--- src/rtl/car_pkg.sv ---
// Shared definitions for the per-car sequencer: activity codes, state enum,
// default floor count and car_state field positions.
package car_pkg;

   localparam int N_FLOORS_DEF = 10;

   localparam logic [1:0] ACT_IDLE = 2'b00;
   localparam logic [1:0] ACT_UP   = 2'b01;
   localparam logic [1:0] ACT_DOWN = 2'b10;
   localparam logic [1:0] ACT_DOOR = 2'b11;

   // State codes double as the activity field of car_state.
   typedef enum logic [1:0] {
      ST_IDLE = ACT_IDLE,
      ST_UP   = ACT_UP,
      ST_DOWN = ACT_DOWN,
      ST_DOOR = ACT_DOOR
   } state_t;

   localparam int CS_FLOOR_MSB = 5;
   localparam int CS_FLOOR_LSB = 2;
   localparam int CS_ACT_MSB   = 1;
   localparam int CS_ACT_LSB   = 0;

   function automatic int max_int(input int a, input int b);
      return (a > b) ? a : b;
   endfunction

endpackage

--- src/rtl/car_timer.sv ---
// Loadable down-counter with a done flag; times both floor travel and door dwell.
module car_timer #(
   parameter int WIDTH = 4
) (
   input  logic             clk,
   input  logic             rst_n,
   input  logic             load,
   input  logic [WIDTH-1:0] load_value,
   output logic             done
);

   logic [WIDTH-1:0] count_reg;

   always_ff @(posedge clk or negedge rst_n) begin
      if (!rst_n) begin
         count_reg <= '0;
      end else if (load) begin
         count_reg <= load_value;
      end else if (count_reg != '0) begin
         count_reg <= count_reg - 1'b1;
      end
   end

   assign done = (count_reg == '0);

endmodule

--- src/rtl/car_sequencer.sv ---
// SCAN-policy motion sequencer for one elevator car with a pending-call bitmap.
// Optional CAR_SEQ_HOLD_EN adds door_hold, which keeps the door open while high.
module car_sequencer
   import car_pkg::*;
#(
   parameter int N_FLOORS      = N_FLOORS_DEF,
   parameter int TRAVEL_CYCLES = 4,
   parameter int DOOR_CYCLES   = 8
) (
   input  logic                clk,
   input  logic                rst_n,
   input  logic                call_valid,
   input  logic [3:0]          call_floor,
`ifdef CAR_SEQ_HOLD_EN
   input  logic                door_hold,
`endif
   output logic                call_ready,
   output logic                call_err,
   output logic [N_FLOORS-1:0] queue,
   output logic [5:0]          car_state,
   output logic                door_open
);

   localparam int TW = $clog2(max_int(TRAVEL_CYCLES, DOOR_CYCLES)) + 1;
   // Timer is loaded with cycles-1 so done coincides with the last cycle of a segment.
   localparam logic [TW-1:0] TRAVEL_LOAD = TW'(TRAVEL_CYCLES - 1);
   localparam logic [TW-1:0] DOOR_LOAD   = TW'(DOOR_CYCLES - 1);

   state_t              state_reg, state_next;
   logic [3:0]          floor_reg, floor_next;
   logic [N_FLOORS-1:0] queue_reg, queue_next;
   logic                last_up_reg, last_up_next;
   logic                call_ready_reg;
   logic                call_err_reg;

   logic                accept;
   logic                in_range;
   logic [3:0]          step_floor;
   logic [N_FLOORS-1:0] call_onehot, cur_mask, step_mask, clr_vec;
   logic [N_FLOORS-1:0] above_vec, below_vec, arrive_vec;
   logic                here_hit, arrive_hit, req_above, req_below, dir_up, dir_down;
   logic                timer_load, timer_done;
   logic [TW-1:0]       timer_value;

   assign accept   = call_valid & call_ready_reg;
   assign in_range = (32'(call_floor) < N_FLOORS);

   always_comb begin
      step_floor = floor_reg;
      if (state_reg == ST_UP && 32'(floor_reg) < N_FLOORS - 1) begin
         step_floor = floor_reg + 4'd1;
      end else if (state_reg == ST_DOWN && floor_reg != 4'd0) begin
         step_floor = floor_reg - 4'd1;
      end
   end

   genvar gi;
   generate
      for (gi = 0; gi < N_FLOORS; gi++) begin : g_floor
         assign call_onehot[gi] = accept && in_range && (call_floor == 4'(gi));
         assign cur_mask[gi]    = (floor_reg == 4'(gi));
         assign step_mask[gi]   = (step_floor == 4'(gi));
         assign above_vec[gi]   = queue_reg[gi] && (4'(gi) > floor_reg);
         assign below_vec[gi]   = queue_reg[gi] && (4'(gi) < floor_reg);
         assign arrive_vec[gi]  = step_mask[gi] && (queue_reg[gi] || call_onehot[gi]);
      end
   endgenerate

   assign here_hit   = |(queue_reg & cur_mask);
   assign arrive_hit = |arrive_vec;
   assign req_above  = |above_vec;
   assign req_below  = |below_vec;
   // With requests on both sides the last direction breaks the tie.
   assign dir_up     = req_above && (last_up_reg || !req_below);
   assign dir_down   = !dir_up && req_below;

   always_comb begin
      state_next   = state_reg;
      floor_next   = floor_reg;
      last_up_next = last_up_reg;
      timer_load   = 1'b0;
      timer_value  = TRAVEL_LOAD;
      clr_vec      = '0;
      case (state_reg)
         ST_IDLE: begin
            if (here_hit) begin
               clr_vec     = cur_mask;
               state_next  = ST_DOOR;
               timer_load  = 1'b1;
               timer_value = DOOR_LOAD;
            end else if (dir_up) begin
               state_next   = ST_UP;
               last_up_next = 1'b1;
               timer_load   = 1'b1;
            end else if (dir_down) begin
               state_next   = ST_DOWN;
               last_up_next = 1'b0;
               timer_load   = 1'b1;
            end
         end
         ST_UP, ST_DOWN: begin
            if (timer_done) begin
               floor_next = step_floor;
               timer_load = 1'b1;
               if (arrive_hit) begin
                  clr_vec     = step_mask;
                  state_next  = ST_DOOR;
                  timer_value = DOOR_LOAD;
               end
            end
         end
         ST_DOOR: begin
            // Calls for the floor being served are absorbed for the whole dwell.
            clr_vec = cur_mask;
`ifdef CAR_SEQ_HOLD_EN
            if (door_hold) begin
               timer_load  = 1'b1;
               timer_value = DOOR_LOAD;
            end else
`endif
            if (timer_done) begin
               if (dir_up) begin
                  state_next   = ST_UP;
                  last_up_next = 1'b1;
                  timer_load   = 1'b1;
               end else if (dir_down) begin
                  state_next   = ST_DOWN;
                  last_up_next = 1'b0;
                  timer_load   = 1'b1;
               end else begin
                  state_next = ST_IDLE;
               end
            end
         end
         default: state_next = ST_IDLE;
      endcase
      queue_next = (queue_reg | call_onehot) & ~clr_vec;
   end

   always_ff @(posedge clk or negedge rst_n) begin
      if (!rst_n) begin
         state_reg      <= ST_IDLE;
         floor_reg      <= 4'd0;
         queue_reg      <= '0;
         last_up_reg    <= 1'b1;
         call_ready_reg <= 1'b0;
         call_err_reg   <= 1'b0;
      end else begin
         state_reg      <= state_next;
         floor_reg      <= floor_next;
         queue_reg      <= queue_next;
         last_up_reg    <= last_up_next;
         call_ready_reg <= 1'b1;
         call_err_reg   <= accept && !in_range;
      end
   end

   car_timer #(
      .WIDTH (TW)
   ) u_timer (
      .clk        (clk),
      .rst_n      (rst_n),
      .load       (timer_load),
      .load_value (timer_value),
      .done       (timer_done)
   );

   assign call_ready                           = call_ready_reg;
   assign call_err                             = call_err_reg;
   assign queue                                = queue_reg;
   assign car_state[CS_FLOOR_MSB:CS_FLOOR_LSB] = floor_reg;
   assign car_state[CS_ACT_MSB:CS_ACT_LSB]     = state_reg;
   assign door_open                            = (state_reg == ST_DOOR);

endmodule

--- config.mk ---
export PLATFORM = sky130hd
export DESIGN_NAME = car_sequencer
export DESIGN_NICKNAME = d
export VERILOG_FILES = /design/src/rtl/car_pkg.sv /design/src/rtl/car_timer.sv /design/src/rtl/car_sequencer.sv
export SDC_FILE = /design/constraint.sdc
export NUM_CORES = 1
export LEC_CHECK = 0
export CORE_MARGIN = 4
export CORE_UTILIZATION = 30
export CTS_CLUSTER_DIAMETER = 60
export DETAILED_ROUTE_END_ITERATION = 6
export DONT_BUFFER_PORTS = 1
export GPL_TIMING_DRIVEN = 0
export SYNTH_ARGS = -nofsm -noshare
export SYNTH_HDL_FRONTEND = slang
export SYNTH_SLANG_ARGS = --single-unit
--- constraint.sdc ---
create_clock -name clk -period 6.74 [get_ports clk]
set_input_delay 0.337 -clock clk [delete_from_list [all_inputs] [get_ports clk]]
set_output_delay 0.337 -clock clk [all_outputs]
set_load 0.01 [all_outputs]
After elaboration in Yosys (flattened, before gate mapping)
Cells that the tools add are included.
{"block": "word_totals", "wordCells": 181, "reg_bits": 23, "out_inout_bits": 19, "in_bits": 7}
{"block": "classes", "mux": 32, "n_eq_ne": 35, "add_sub_neg": 3, "bitwise": 5, "n_lt_le_gt_ge": 22, "reduce_logical": 77}
{"operator": "$eq A4 B3 Y1 const B", "n": 12}
{"operator": "$logic_and A1 B1 Y1", "n": 46}
{"operator": "$reduce_or A10 Y1", "n": 4}
{"operator": "$mux W10", "n": 3}
{"operator": "$pmux W10 S3", "n": 1}
{"operator": "$eq A4 B2 Y1 const B", "n": 6}
{"operator": "$eq A4 B4 Y1 const B", "n": 6}
{"operator": "$and A10 B10 Y10", "n": 2}
{"operator": "$gt A3 B4 Y1 const A", "n": 4}
{"operator": "$logic_not A4 Y1", "n": 4}
{"operator": "$lt A3 B4 Y1 const A", "n": 4}
{"operator": "$mux W2", "n": 8}
{"operator": "$mux W4", "n": 4}
{"operator": "$eq A4 B1 Y1 const B", "n": 3}
{"operator": "$logic_or A1 B1 Y1", "n": 11}
{"operator": "$not A10 Y10", "n": 1}
{"operator": "$or A10 B10 Y10", "n": 1}
{"operator": "$mux W1", "n": 9}
{"operator": "$mux W3", "n": 3}
{"operator": "$gt A1 B4 Y1 const A", "n": 2}
{"operator": "$gt A2 B4 Y1 const A", "n": 2}
{"operator": "$gt A4 B4 Y1 const A", "n": 2}
{"operator": "$lt A1 B4 Y1 const A", "n": 2}
{"operator": "$lt A2 B4 Y1 const A", "n": 2}
{"operator": "22 further kinds", "n": 32}

Depth between registers and ports, before layout
{"block": "depth", "depth_word": 13, "ltp_mapped": 12, "mapped_depth_nobuf": 10}

By module
From an unflattened synthesis, not the netlist that was laid out.
{"block": "hier_totals", "hier_cells": 264, "hier_area_um2": 2125.8}
{"mod": "car_sequencer", "seq_area_each_um2": 476.7, "cells_per_inst": 242, "n_inst": 1, "area_each_um2": 1891.8}
{"mod": "car_timer", "seq_area_each_um2": 100.1, "cells_per_inst": 22, "n_inst": 1, "area_each_um2": 234.0}

Worst setup path after synthesis
No wires, ideal clock.
{"block": "synth_timing", "path_kind": "reg2reg", "from": "reg floor_reg[0]", "to": "reg state_reg[1]", "period_less_slack_ps": 3125, "required_time_ps": 6615, "t_arrival_ps": 3000, "setup_time_ps": 125, "path_slack_ps": 3615, "path_stages_with_launch": 13, "path_buffers": 2, "cell_sequence": "dfrtp_1 > buf_2 > inv_1 > ha_1 > buf_1 > or3b_2 > a211oi_1 > nor3_1 > o22ai_1 > o21bai_2 > a21oi_1 > a2bb2oi_2 > mux2_4"}
{"block": "synth_via", "elab_chain_cells": 12, "word_cells_on_any_way": 97, "classes_between": "add/sub: 2; order compare: 21; eq/ne: 20; mux: 8; bitwise: 1; reduce/logical: 45"}
{"element": "start, declared", "line": "car_sequencer.sv:30", "source": "logic [3:0] floor_reg, floor_next;"}
{"element": "start signal, assigned", "line": "car_sequencer.sv:150", "source": "floor_reg <= floor_next;"}
{"element": "$lt A1 B4 Y1 (tied with other cells)", "line": "car_sequencer.sv:64", "source": "assign below_vec[gi] = queue_reg[gi] && (4'(gi) < floor_reg);"}
{"element": "$logic_and A1 B1 Y1", "line": "car_sequencer.sv:64"}
{"element": "$reduce_or A10 Y1", "line": "car_sequencer.sv:72", "source": "assign req_below = |below_vec;"}
{"element": "$logic_not A1 Y1", "line": "car_sequencer.sv:74", "source": "assign dir_up = req_above && (last_up_reg || !req_below);"}
{"element": "$logic_or A1 B1 Y1", "line": "car_sequencer.sv:74"}
{"element": "$logic_and A1 B1 Y1", "line": "car_sequencer.sv:74"}
{"element": "$logic_not A1 Y1", "line": "car_sequencer.sv:75", "source": "assign dir_down = !dir_up && req_below;"}
{"element": "$logic_and A1 B1 Y1", "line": "car_sequencer.sv:75"}
{"element": "$mux W2", "line": "car_sequencer.sv:126", "source": "end else if (dir_down) begin"}
{"element": "$mux W2", "line": "car_sequencer.sv:122", "source": "if (dir_up) begin"}
{"element": "$mux W2", "line": "car_sequencer.sv:121", "source": "if (timer_done) begin"}
{"element": "$pmux W2 S3", "line": "car_sequencer.sv:84", "source": "case (state_reg)"}
{"element": "end signal, assigned", "line": "car_sequencer.sv:149", "source": "state_reg <= state_next;"}
{"element": "end, declared", "line": "car_sequencer.sv:29", "source": "state_t state_reg, state_next;"}
Several ways; a longest one is shown, not always the timed one. The select of a mux whose other input is x is not followed.
A chain may end at the register's enable or synchronous reset.

Worst setup path in the final report
Ends and elaborated chain as after synthesis.

==> out/metrics.cfg <==
[status]
status=complete, no violations

[clocking]
clkTransAtPathRegs_ns=0.09
cts_setup_buffers=0
cts_tree=done
htreeDepth=1
cts_buffer_depth=2
clk_latency_ns=0.28
numCtsBuffers=3
cts.sinks=23
clockRootBuffer=clkbuf_8

[critical_path]
critical_path_class=reg -> reg
r2r_end=state_reg[1]$_DFFE_PN0P_
timing.rr.start=floor_reg[0]$_DFFE_PN0P_
critPathBufInv=3
startpoint_type=register
path_max_fanout=10
critPathCaptureType=register
regToRegSetupSlack_ns=2.92
cpMaxStageDelayCell=nor3b_1
worstPathArrival_ns=3.98
crit_required_ns=6.90
slowest_delay_ns=0.67
path_delay_family=compound AO/OA/AOI/OAI gates
path_cells=buf_2 > inv_1 > ha_1 > buf_4 > nor3b_1 > a211oi_1 > a221oi_4 > o2111ai_1 > a22oi_2 > a21oi_1 > a2bb2oi_2 > mux2_4
r2r_cells=12

[drt]
drc=0
routed.top_layer=met4
first_pass_iters=6
drt_wl_total_mm=6.51
met3_length_um=633
route.detailed.wl_per_inst_um=18.1
postRouteAntennaNets=0
vias=2119
route.layer.met1.wl_mm=2.89
dr_wl_met2_mm=2.90
vias_per_cell=5.90
drt-initial-drc-count=314

[final_layout]
finalNetCount=280
multi_input_area_um2=1460
final_cell_mix=nand2_1 (23), a21oi_1 (22), dfrtp_1 (22)
seqCellArea_um2=577
n_antenna_cell=0
mostFrequentLayoutCell=nand2_1
layout-drive-gt1-share_pct=13.7
area_growth_pct=9.04
largest_register_ffs=10
fin_area_um2=2370
stdcell_count=359
fill_cells=729

[placed_design]
place_congestion=0.898
portBuffers=0
dpl.hpwl_mm=4.91
placed_cells=353
place_area_um2=2290

[die]
die_h_um=93.1
num_io_pins=26
fp.dieW_um=93.1
start_util_pct=31.5
dieArea_um2=8670
rows=30
coreArea_um2=6910

[global_routing]
antenna_found_initial=0
grt_max_degree=24
grt_pass1_vias=2068
grt_pass1_wl_mm=10.7
grt_overflow=0
track_usage_pct=15.4

[timing]
relSlewSlack_pct=35.4
hold_viol_final=0
worst_pin_slew_ns=0.960
fin_crit_sh_pct=56.6
fmax_mhz=262
final_max_slew_viol_count=0
setup_viol=0
fin_crit_ns=3.82
grt_setup_unrepaired=false
hold_ws_ns=0.206
tns_ns=0
fin_worst_skew_ns=0.00762

[worst_hold_path]
min_to=call_err$_DFF_PN0_
whs_path_depth=2
hold_path_class=in -> reg
worstHoldStart=call_floor[1]

[power_and_ir_drop]
cellPowerDensity_nw_per_um2=547
peakVddDrop_v=0.000213
power.leakage_nw=0.921

[run]
max_cap_viol_count=0

[synthesis]
synthesis.area_um2=2170
ys_types=67
ys_seq_elements=23
synth_area_per_cell_um2=8.46
yosysWarnings=0
seq_area_frac_synth_pct=26.5
synth_edf_count=0
async_flop_share_pct=100
synthCells=257
synth_ff_type=dfrtp_1
synth_fp_nets=273

## cells by family after synthesis
logic type,synth area share (%)
buf+inv,6.10
xor+xnor,0.806
simple gates,24.6
fa+ha+maj,5.64
other cells,0.173
mux,1.15
compound gates,34.9
flops,26.5
## how the worst max path moves through the flow
stage	start	to	slack, ns	cells after the start
final	floor_reg[0]$_DFFE_PN0P_	state_reg[1]$_DFFE_PN0P_	2.92	12
after global routing	floor_reg[0]$_DFFE_PN0P_	state_reg[1]$_DFFE_PN0P_	2.77	12
after CTS	floor_reg[0]$_DFFE_PN0P_	state_reg[1]$_DFFE_PN0P_	2.99	12
after detailed placement	floor_reg[0]$_DFFE_PN0P_	state_reg[1]$_DFFE_PN0P_	3.04	12
after global placement	floor_reg[0]$_DFFE_PN0P_	state_reg[1]$_DFFE_PN0P_	3.05	12
after floorplan	floor_reg[0]$_DFFE_PN0P_	state_reg[1]$_DFFE_PN0P_	3.62	12
## metal layers
layer / up-vias / global-route usage, %
met1: 1010 / 20.9
met4: 0 / 4.52
met5: - / 0
met2: 111 / 24.0
met3: 9 / 4.02
li1: 989 / -
## what timing repair did
| action | 4_1_cts | 5_1_grt |
|---|---|---|
| resized for setup | 0 | 0 |
| hold buffers | 2 | 0 |
| hold endpoints to repair | 23 | 0 |
## where the power goes
part | total (mW) | switching [mW] | leakage, nW | internal [mW]
Clock | 0.0910 | 0.0495 | 0.0255 | 0.0415
Sequential | 0.311 | 0.112 | 0.279 | 0.199
Combinational | 0.896 | 0.546 | 0.616 | 0.350
## cells in the mapped netlist (3+ instances only)
cell	number	area (um2)
nand3b_1	3	22.5
and2_1	3	18.8
a2111oi_4	3	82.6
dfrtp_1	22	551
nor2_1	17	63.8
o31ai_1	4	30.0
nor4_1	4	25.0
a22oi_1	3	22.5
a211oi_1	6	45.0
nor3_1	6	30.0
o21ai_0	13	65.1
nand2b_1	3	18.8
a21oi_1	22	110
and3_1	3	18.8
inv_1	14	52.6
buf_2	7	35.0
a31oi_1	3	18.8
nand2_1	23	86.3
or3_1	3	18.8
a221oi_1	7	61.3
o22ai_1	5	31.3
ha_1	9	113
nand3_1	8	40.0
nor2b_1	7	43.8
a21o_1	4	30.0
## cell type report
| cell class | count | area share (%) |
|---|---|---|
| Buffer | 14 | 3.38 |
| Clock buffer | 3 | 1.74 |
| Clock inverter | 1 | 0.211 |
| Inverter | 14 | 2.22 |
| Multi-Input combinational cell | 206 | 61.8 |
| Sequential cell | 23 | 24.3 |
| Tap cell | 96 | 5.07 |
| Timing Repair Buffer | 2 | 1.27 |
## metrics by stage
stage / utilization (%) / worst slack, ns / power, mW
after global placement: 33.2 / 3.05 / 1.19
after floorplan: - / 3.62 / 0.981
after global routing: 34.3 / 2.77 / 1.41
after detailed placement: 33.2 / 3.04 / 1.19
after CTS: 34.3 / 2.99 / 1.29
final: 34.3 / 2.92 / 1.30
No activity file was read; power rests on OpenSTA's default activity.
